<file path="config.mk">
export PLATFORM = sky130hd
export DESIGN_NAME = cordic_pipe_sched
export DESIGN_NICKNAME = d
export VERILOG_FILES = /design/src/rtl/cordic_pipe_sched.sv
export SDC_FILE = /design/constraint.sdc
export NUM_CORES = 1
export LEC_CHECK = 0
export ABC_AREA = 1
export CORE_MARGIN = 2
export CORE_UTILIZATION = 25
export DETAILED_ROUTE_END_ITERATION = 10
export PLACE_DENSITY = 0.58
export SKIP_LAST_GASP = 1
export SYNTH_ARGS = -nofsm -noshare
export SYNTH_HDL_FRONTEND = slang
export SYNTH_SLANG_ARGS = --single-unit
</file>
<file path="constraint.sdc">
create_clock -name clk -period 6.9 [get_ports clk]
set_clock_uncertainty 0.2 [all_clocks]
set_input_delay 1.38 -clock clk [delete_from_list [all_inputs] [get_ports clk]]
set_output_delay 1.38 -clock clk [all_outputs]
set_load 0.02 [all_outputs]
</file>
<file path="src/rtl/cordic_pipe_sched.sv">
// cordic_pipe_sched: issue scheduler for the pipelined CORDIC datapath.
// Arbitrates two requesters round-robin, drives the angle ROM address,
// registers {wen,qua,cor} into the ROM buffer one cycle later, tracks
// in-flight tokens to the pipe output and throttles with downstream credits.
// Optional: define CSCHED_PERF_EN to add the stall_cnt performance counter.
module cordic_pipe_sched #(
  parameter int PIPE_LAT = 12,
  parameter int CREDITS  = 8
) (
  input  logic        clk,
  input  logic        reset,
  input  logic        req0_valid,
  output logic        req0_ready,
  input  logic [2:0]  req0_qua,
  input  logic [6:0]  req0_cor,
  input  logic        req0_wen,
  input  logic        req1_valid,
  output logic        req1_ready,
  input  logic [2:0]  req1_qua,
  input  logic [6:0]  req1_cor,
  input  logic        req1_wen,
  input  logic        flush,
  output logic        rom_en,
  output logic [9:0]  rom_addr,
  output logic        buf_wen,
  output logic [2:0]  buf_qua,
  output logic [6:0]  buf_cor,
  output logic        res_valid,
  output logic        res_src,
  input  logic        res_pop,
  output logic [3:0]  credits,
  output logic        busy,
  output logic        flush_done
`ifdef CSCHED_PERF_EN
  ,output logic [15:0] stall_cnt
`endif
);

  localparam int IW = $clog2(PIPE_LAT + 1);
  localparam logic [3:0] CRED_INIT = 4'(CREDITS);

  typedef enum logic [1:0] {S_IDLE, S_RUN, S_DRAIN} state_t;

  state_t              state_q, state_d;
  logic                rr_q, rr_d;
  logic [IW-1:0]       inflight_q, inflight_d;
  logic [3:0]          credits_q, credits_d;
  logic [PIPE_LAT-1:0] vld_pipe_q, vld_pipe_d;
  logic [PIPE_LAT-1:0] src_pipe_q, src_pipe_d;
  logic                rom_en_q, rom_en_d;
  logic [9:0]          rom_addr_q, rom_addr_d;
  logic                rom_wen_q, rom_wen_d;
  logic                buf_wen_q, buf_wen_d;
  logic [2:0]          buf_qua_q, buf_qua_d;
  logic [6:0]          buf_cor_q, buf_cor_d;
`ifdef CSCHED_PERF_EN
  logic [15:0]         stall_q, stall_d;
`endif

  logic any_v, can_issue, gnt1, pop_eff, res_vld;

  // Arbitration: on contention grant the requester that was not granted last.
  always_comb begin
    any_v      = req0_valid | req1_valid;
    can_issue  = (state_q != S_DRAIN) && !flush && (credits_q != 4'd0) && any_v;
    gnt1       = (req0_valid && req1_valid) ? !rr_q : req1_valid;
    req0_ready = can_issue && !gnt1;
    req1_ready = can_issue && gnt1;
  end

  // Datapath: ROM address stage, ROM buffer stage, valid/source shift register.
  always_comb begin
    rom_en_d   = can_issue;
    rom_addr_d = rom_addr_q;
    rom_wen_d  = 1'b0;
    if (can_issue) begin
      rom_addr_d = gnt1 ? {req1_qua, req1_cor} : {req0_qua, req0_cor};
      rom_wen_d  = gnt1 ? req1_wen : req0_wen;
    end
    // Buffer sees zeros when no token is presented so wen stays low.
    buf_wen_d  = rom_en_q & rom_wen_q;
    buf_qua_d  = rom_en_q ? rom_addr_q[9:7] : 3'd0;
    buf_cor_d  = rom_en_q ? rom_addr_q[6:0] : 7'd0;
    vld_pipe_d = {vld_pipe_q[PIPE_LAT-2:0], can_issue};
    src_pipe_d = {src_pipe_q[PIPE_LAT-2:0], can_issue & gnt1};
    rr_d       = can_issue ? gnt1 : rr_q;
  end

  // Credit and in-flight bookkeeping; a pop at full credit is dropped.
  always_comb begin
    res_vld    = vld_pipe_q[PIPE_LAT-1];
    pop_eff    = res_pop && (credits_q != CRED_INIT);
    credits_d  = credits_q;
    if (can_issue && !pop_eff)      credits_d = credits_q - 4'd1;
    else if (pop_eff && !can_issue) credits_d = credits_q + 4'd1;
    inflight_d = inflight_q;
    if (can_issue && !res_vld)      inflight_d = inflight_q + IW'(1);
    else if (res_vld && !can_issue) inflight_d = inflight_q - IW'(1);
  end

  // Control state: drain completes on the cycle the last token leaves.
  always_comb begin
    state_d    = state_q;
    flush_done = (state_q == S_DRAIN) && (inflight_d == '0);
    case (state_q)
      S_IDLE:  if (flush) state_d = S_DRAIN;
               else if (any_v) state_d = S_RUN;
      S_RUN:   if (flush) state_d = S_DRAIN;
               else if ((inflight_d == '0) && !any_v) state_d = S_IDLE;
      S_DRAIN: if (inflight_d == '0) state_d = S_IDLE;
      default: state_d = S_IDLE;
    endcase
  end

`ifdef CSCHED_PERF_EN
  // Count cycles where someone wants to issue but cannot; saturating.
  always_comb begin
    stall_d = stall_q;
    if (any_v && !can_issue && (stall_q != 16'hFFFF)) stall_d = stall_q + 16'd1;
  end
  assign stall_cnt = stall_q;
`endif

  // All state registers; reset discards every in-flight token.
  always_ff @(posedge clk or posedge reset) begin
    if (reset) begin
      state_q    <= S_IDLE;
      rr_q       <= 1'b0;
      inflight_q <= '0;
      credits_q  <= CRED_INIT;
      vld_pipe_q <= '0;
      src_pipe_q <= '0;
      rom_en_q   <= 1'b0;
      rom_addr_q <= 10'd0;
      rom_wen_q  <= 1'b0;
      buf_wen_q  <= 1'b0;
      buf_qua_q  <= 3'd0;
      buf_cor_q  <= 7'd0;
`ifdef CSCHED_PERF_EN
      stall_q    <= 16'd0;
`endif
    end else begin
      state_q    <= state_d;
      rr_q       <= rr_d;
      inflight_q <= inflight_d;
      credits_q  <= credits_d;
      vld_pipe_q <= vld_pipe_d;
      src_pipe_q <= src_pipe_d;
      rom_en_q   <= rom_en_d;
      rom_addr_q <= rom_addr_d;
      rom_wen_q  <= rom_wen_d;
      buf_wen_q  <= buf_wen_d;
      buf_qua_q  <= buf_qua_d;
      buf_cor_q  <= buf_cor_d;
`ifdef CSCHED_PERF_EN
      stall_q    <= stall_d;
`endif
    end
  end

  assign rom_en    = rom_en_q;
  assign rom_addr  = rom_addr_q;
  assign buf_wen   = buf_wen_q;
  assign buf_qua   = buf_qua_q;
  assign buf_cor   = buf_cor_q;
  assign res_valid = res_vld;
  assign res_src   = res_vld & src_pipe_q[PIPE_LAT-1];
  assign credits   = credits_q;
  assign busy      = (state_q != S_IDLE);

endmodule

</file>
==> run_summary.xml <==
<?xml version="1.0" encoding="UTF-8"?>
<metrics>
  <group name="status">
    <metric name="status" unit="">finished clean</metric>
  </group>
  <group name="clock_network">
    <metric name="h-tree-depth" unit="">3</metric>
    <metric name="cts_setup_buffers" unit="">0</metric>
    <metric name="cts_tree" unit="">built</metric>
    <metric name="clk_latency" unit="ps">320</metric>
    <metric name="number_of_buffers_added_to_fix_hold_violations_after_cts" unit="">0</metric>
    <metric name="cts_root_buffer" unit="">sky130_fd_sc_hd__clkbuf_8</metric>
    <metric name="numClockSinks" unit="">57</metric>
    <metric name="cts_repair_resize_count" unit="">0</metric>
    <metric name="clock_path_buffers" unit="">2</metric>
    <metric name="cts_buffers" unit="">9</metric>
    <metric name="worst_setup_hold_path_clk_slew" unit="ps">60</metric>
  </group>
  <group name="floorplan">
    <metric name="total_die_area" unit="µm²">9753</metric>
    <metric name="start_util" unit="">0.2574</metric>
    <metric name="boundaryPins" unit="">60</metric>
    <metric name="rows" unit="">34</metric>
    <metric name="core_region_area" unit="µm²">8721</metric>
    <metric name="floorplan.die.width" unit="µm">98.76</metric>
    <metric name="dieHeight" unit="µm">98.76</metric>
  </group>
  <group name="pwr">
    <metric name="netSwitchingPower" unit="W">0.0004908</metric>
    <metric name="internal_power" unit="W">0.0008914</metric>
    <metric name="power.share.switching" unit="">0.3551</metric>
    <metric name="power.clock.fraction" unit="">0.253</metric>
    <metric name="p_leak" unit="nW">1.604</metric>
    <metric name="sequentialPowerShare" unit="">0.380</metric>
    <metric name="comb_power_share" unit="">0.367</metric>
    <metric name="power.density_cell_area" unit="nW/µm²">432.5</metric>
    <metric name="worst_ir_drop_vdd" unit="V">0.0001698</metric>
  </group>
  <group name="setup_path">
    <metric name="worstPathArrival" unit="ps">3580</metric>
    <metric name="critical_path_required" unit="ps">5320</metric>
    <metric name="worstReg2RegEnd" unit="">credits[3]</metric>
    <metric name="critical_path.reg2reg.startpoint" unit="">credits[3]</metric>
    <metric name="critical-path-slowest-cell" unit="">sky130_fd_sc_hd__clkdlybuf4s50_1</metric>
    <metric name="r2r_cells" unit="">13</metric>
    <metric name="worstPathCellList" unit="">clkdlybuf4s50_1, nor2_1, inv_1, nand3_4, nand2_4, nand2_1, nand2_1, nand2_1, nand2_2, nor2_2, nand2_2, nor3_2, clkdlybuf4s50_1</metric>
    <metric name="worst_path_most_repeated_cell" unit="">sky130_fd_sc_hd__nand2_1</metric>
    <metric name="reg_to_reg_slack_setup" unit="ps">4310</metric>
    <metric name="critical_path.max_fanout" unit="">15</metric>
    <metric name="cp_slowest_stage_delay" unit="ps">620</metric>
    <metric name="timing.critical_path.from_type" unit="">input port</metric>
    <metric name="critical_path_class" unit="">in -&gt; out</metric>
    <metric name="crit_path_end_kind" unit="">output port</metric>
  </group>
  <group name="detailed_routing">
    <metric name="drc" unit="">0</metric>
    <metric name="drt-vias-per-instance" unit="">4.025</metric>
    <metric name="drt_iter0_drc" unit="">35</metric>
    <metric name="routed-via-count" unit="">1610</metric>
    <metric name="wl_per_cell" unit="µm">11.26</metric>
    <metric name="drtPass1Iterations" unit="">4</metric>
    <metric name="wirelength" unit="µm">4503</metric>
    <metric name="ant_nets" unit="">0</metric>
  </group>
  <group name="synth">
    <metric name="synthCells" unit="">219</metric>
    <metric name="async_flop_share" unit="">1.000</metric>
    <metric name="syn_area" unit="µm²">2245</metric>
    <metric name="synth_top_cell_area_share" unit="">0.6243</metric>
    <metric name="mappedNetlistNets" unit="">253</metric>
    <metric name="synth_cell_types" unit="">27</metric>
    <metric name="synthesis.yosys.warnings" unit="">0</metric>
    <metric name="yosysTopAreaCell" unit="">sky130_fd_sc_hd__dfrtp_1</metric>
    <metric name="synth_edf_count" unit="">0</metric>
    <metric name="synth_area_per_cell" unit="µm²">10.25</metric>
    <metric name="postSynthRegisterBits" unit="">57</metric>
    <metric name="dominant_cells_by_area_after_synthesis" unit="">sky130_fd_sc_hd__dfrtp_1 62%, sky130_fd_sc_hd__nand2_1 12%, sky130_fd_sc_hd__inv_1 4.7%</metric>
    <metric name="synth_top_flop_cell" unit="">sky130_fd_sc_hd__dfrtp_1</metric>
    <metric name="ys_seq_area_frac" unit="">0.6360</metric>
  </group>
  <group name="global_route">
    <metric name="grt_util_all_layers" unit="">0.1002</metric>
    <metric name="grt_overflow" unit="">0</metric>
    <metric name="grt_pass1_wl" unit="µm">7617</metric>
    <metric name="first_global_vias" unit="">1613</metric>
    <metric name="grt_antenna_before_repair" unit="">0</metric>
    <metric name="largest_net_degree_at_the_start_of_global_routing" unit="">58</metric>
  </group>
  <group name="sta">
    <metric name="grt_setup_unrepaired" unit="">no</metric>
    <metric name="final_critical_path_setup_slack" unit="ps">1739</metric>
    <metric name="worst_slew_margin_rel" unit="">0.5384</metric>
    <metric name="final.period_utilization" unit="">0.7479</metric>
    <metric name="final-max-slew-violation-count" unit="">0</metric>
    <metric name="finalSetupViolCount" unit="">0</metric>
    <metric name="setup_total_negative_slack" unit="ps">0</metric>
    <metric name="clock.fmax" unit="MHz">193.8</metric>
    <metric name="post-route-min-period" unit="ps">5161</metric>
    <metric name="worst-slew-pin-transition" unit="ps">692.4</metric>
    <metric name="hold_viol_final" unit="">0</metric>
  </group>
  <group name="worst_hold_path">
    <metric name="hold-path-cell-count" unit="">0</metric>
    <metric name="min_from" unit="">src_pipe_q[10]</metric>
    <metric name="min_to" unit="">src_pipe_q[11]</metric>
    <metric name="min_path_type" unit="">reg -&gt; reg</metric>
  </group>
  <group name="placement">
    <metric name="place_congestion" unit="">0.8210</metric>
    <metric name="detailedPlacementHpwl" unit="µm">3215</metric>
    <metric name="placed_cells_incl_taps" unit="">384</metric>
    <metric name="portBuffers" unit="">59</metric>
    <metric name="placement.setup.worst_slack" unit="ps">1701</metric>
  </group>
  <group name="finish">
    <metric name="num_antenna_cells" unit="">0</metric>
    <metric name="final_nets" unit="">321</metric>
    <metric name="drive_gt1_frac" unit="">0.1096</metric>
    <metric name="final_cell_count_no_fill" unit="">400</metric>
    <metric name="fillers" unit="">859</metric>
    <metric name="multiInputGateArea" unit="µm²">691.9</metric>
    <metric name="area_growth" unit="%">42.36</metric>
    <metric name="final-seq-area" unit="µm²">1428</metric>
  </group>
  <group name="run">
    <metric name="max_cap_violations" unit="">0</metric>
  </group>
</metrics>
-- through the flow --
step	util	power, W	instance area [µm²]	hold slack, ps
floorplan	-	0.0008368	2245	131.2
global placement	0.3400	0.001039	2965	133.8
detailed placement	0.3400	0.001047	2965	134.7
CTS	0.3664	0.001407	3196	148.3
global route	0.3664	0.001482	3196	150.7
finish	0.3664	0.001382	3196	147.5
-- layer usage --
layer | wire length (µm) | vias up | track usage
li1 | - | 811 | -
met1 | 1980 | 749 | 0.1186
met2 | 2100 | 46 | 0.1533
met3 | 380 | 4 | 0.05248
met4 | 42 | 0 | 0.04110
met5 | 0 | - | 0
-- cell type report --
cell class | instances | area share
multi-input combinational | 130 | 0.2165
inverter | 28 | 0.03289
sequential | 57 | 0.4468
tap | 108 | 0.04229
clock buffer | 12 | 0.04855
timing repair buffer | 61 | 0.1895
clock inverter | 4 | 0.02349
-- sequential cells by signal (all words and copies together), names as in the netlist --
name,flops
rom_wen_q,1
rom_addr,10
inflight_q,4
buf_cor,7
vld_pipe_q,12
buf_wen,1
src_pipe_q,12
state_q,2
rr_q,1
buf_qua,3
credits,4
-- synth_stat cells (2+ instances only) --
library cell / count
sky130_fd_sc_hd__nor2_2: 2
sky130_fd_sc_hd__dfrtp_1: 56
sky130_fd_sc_hd__xor2_1: 5
sky130_fd_sc_hd__nand2_2: 5
sky130_fd_sc_hd__inv_1: 28
sky130_fd_sc_hd__clkbuf_1: 2
sky130_fd_sc_hd__nand2_1: 71
sky130_fd_sc_hd__ha_1: 5
sky130_fd_sc_hd__nor2_1: 10
sky130_fd_sc_hd__nand3_1: 17
sky130_fd_sc_hd__o21ai_0: 2
-- cell families after synthesis --
kind of cell / synth area share
AND/OR/NAND/NOR: 0.2213
buffers and inverters: 0.05574
AO/OA/AOI/OAI: 0.02676
flip-flops: 0.6360
XOR/XNOR: 0.02341
adder cells (fa/ha/maj): 0.03679
-- worst max-delay path: cells and delay by family --
family / cells / cell delay, ps
buf+inv: 3 / 1180
simple gates: 10 / 1030
-- power by group through the flow --
stage | Combinational (W) | Clock, W | Sequential, W
2_1_floorplan | 0.000262 | 0 | 0.000575
5_1_grt | 0.000563 | 0.000377 | 0.000542
3_5_place_dp | 0.000516 | 0 | 0.000531
6_report | 0.000507 | 0.000350 | 0.000525
4_1_cts | 0.000517 | 0.000363 | 0.000527
3_3_place_gp | 0.000508 | 0 | 0.000531
-- cells in the final DEF (no fill, tap or decap), drive strengths merged, types with 3 or more instances in the layout --
| cell | Yosys | routed |
|---|---|---|
| nand2 | 77 | 77 |
| ha | 5 | 5 |
| clkdlybuf4s50 | 0 | 59 |
| o21ai | 3 | 3 |
| dfrtp | 56 | 56 |
| nand3 | 18 | 18 |
| clkbuf | 2 | 12 |
| xor2 | 5 | 5 |
| inv | 28 | 28 |
| nor2 | 12 | 12 |
-- worst max-delay path by stage --
| stage | slack (ps) | from | endpoint |
|---|---|---|---|
| after detailed placement | 1700 | req0_valid | flush_done |
| after global placement | 1720 | req1_valid | flush_done |
| after CTS | 1700 | req0_valid | flush_done |
| after global routing | 1550 | req0_valid | flush_done |
| after floorplan | 2840 | req1_valid | flush_done |
| final | 1740 | req0_valid | flush_done |
Power figures use the tool's default switching activity.
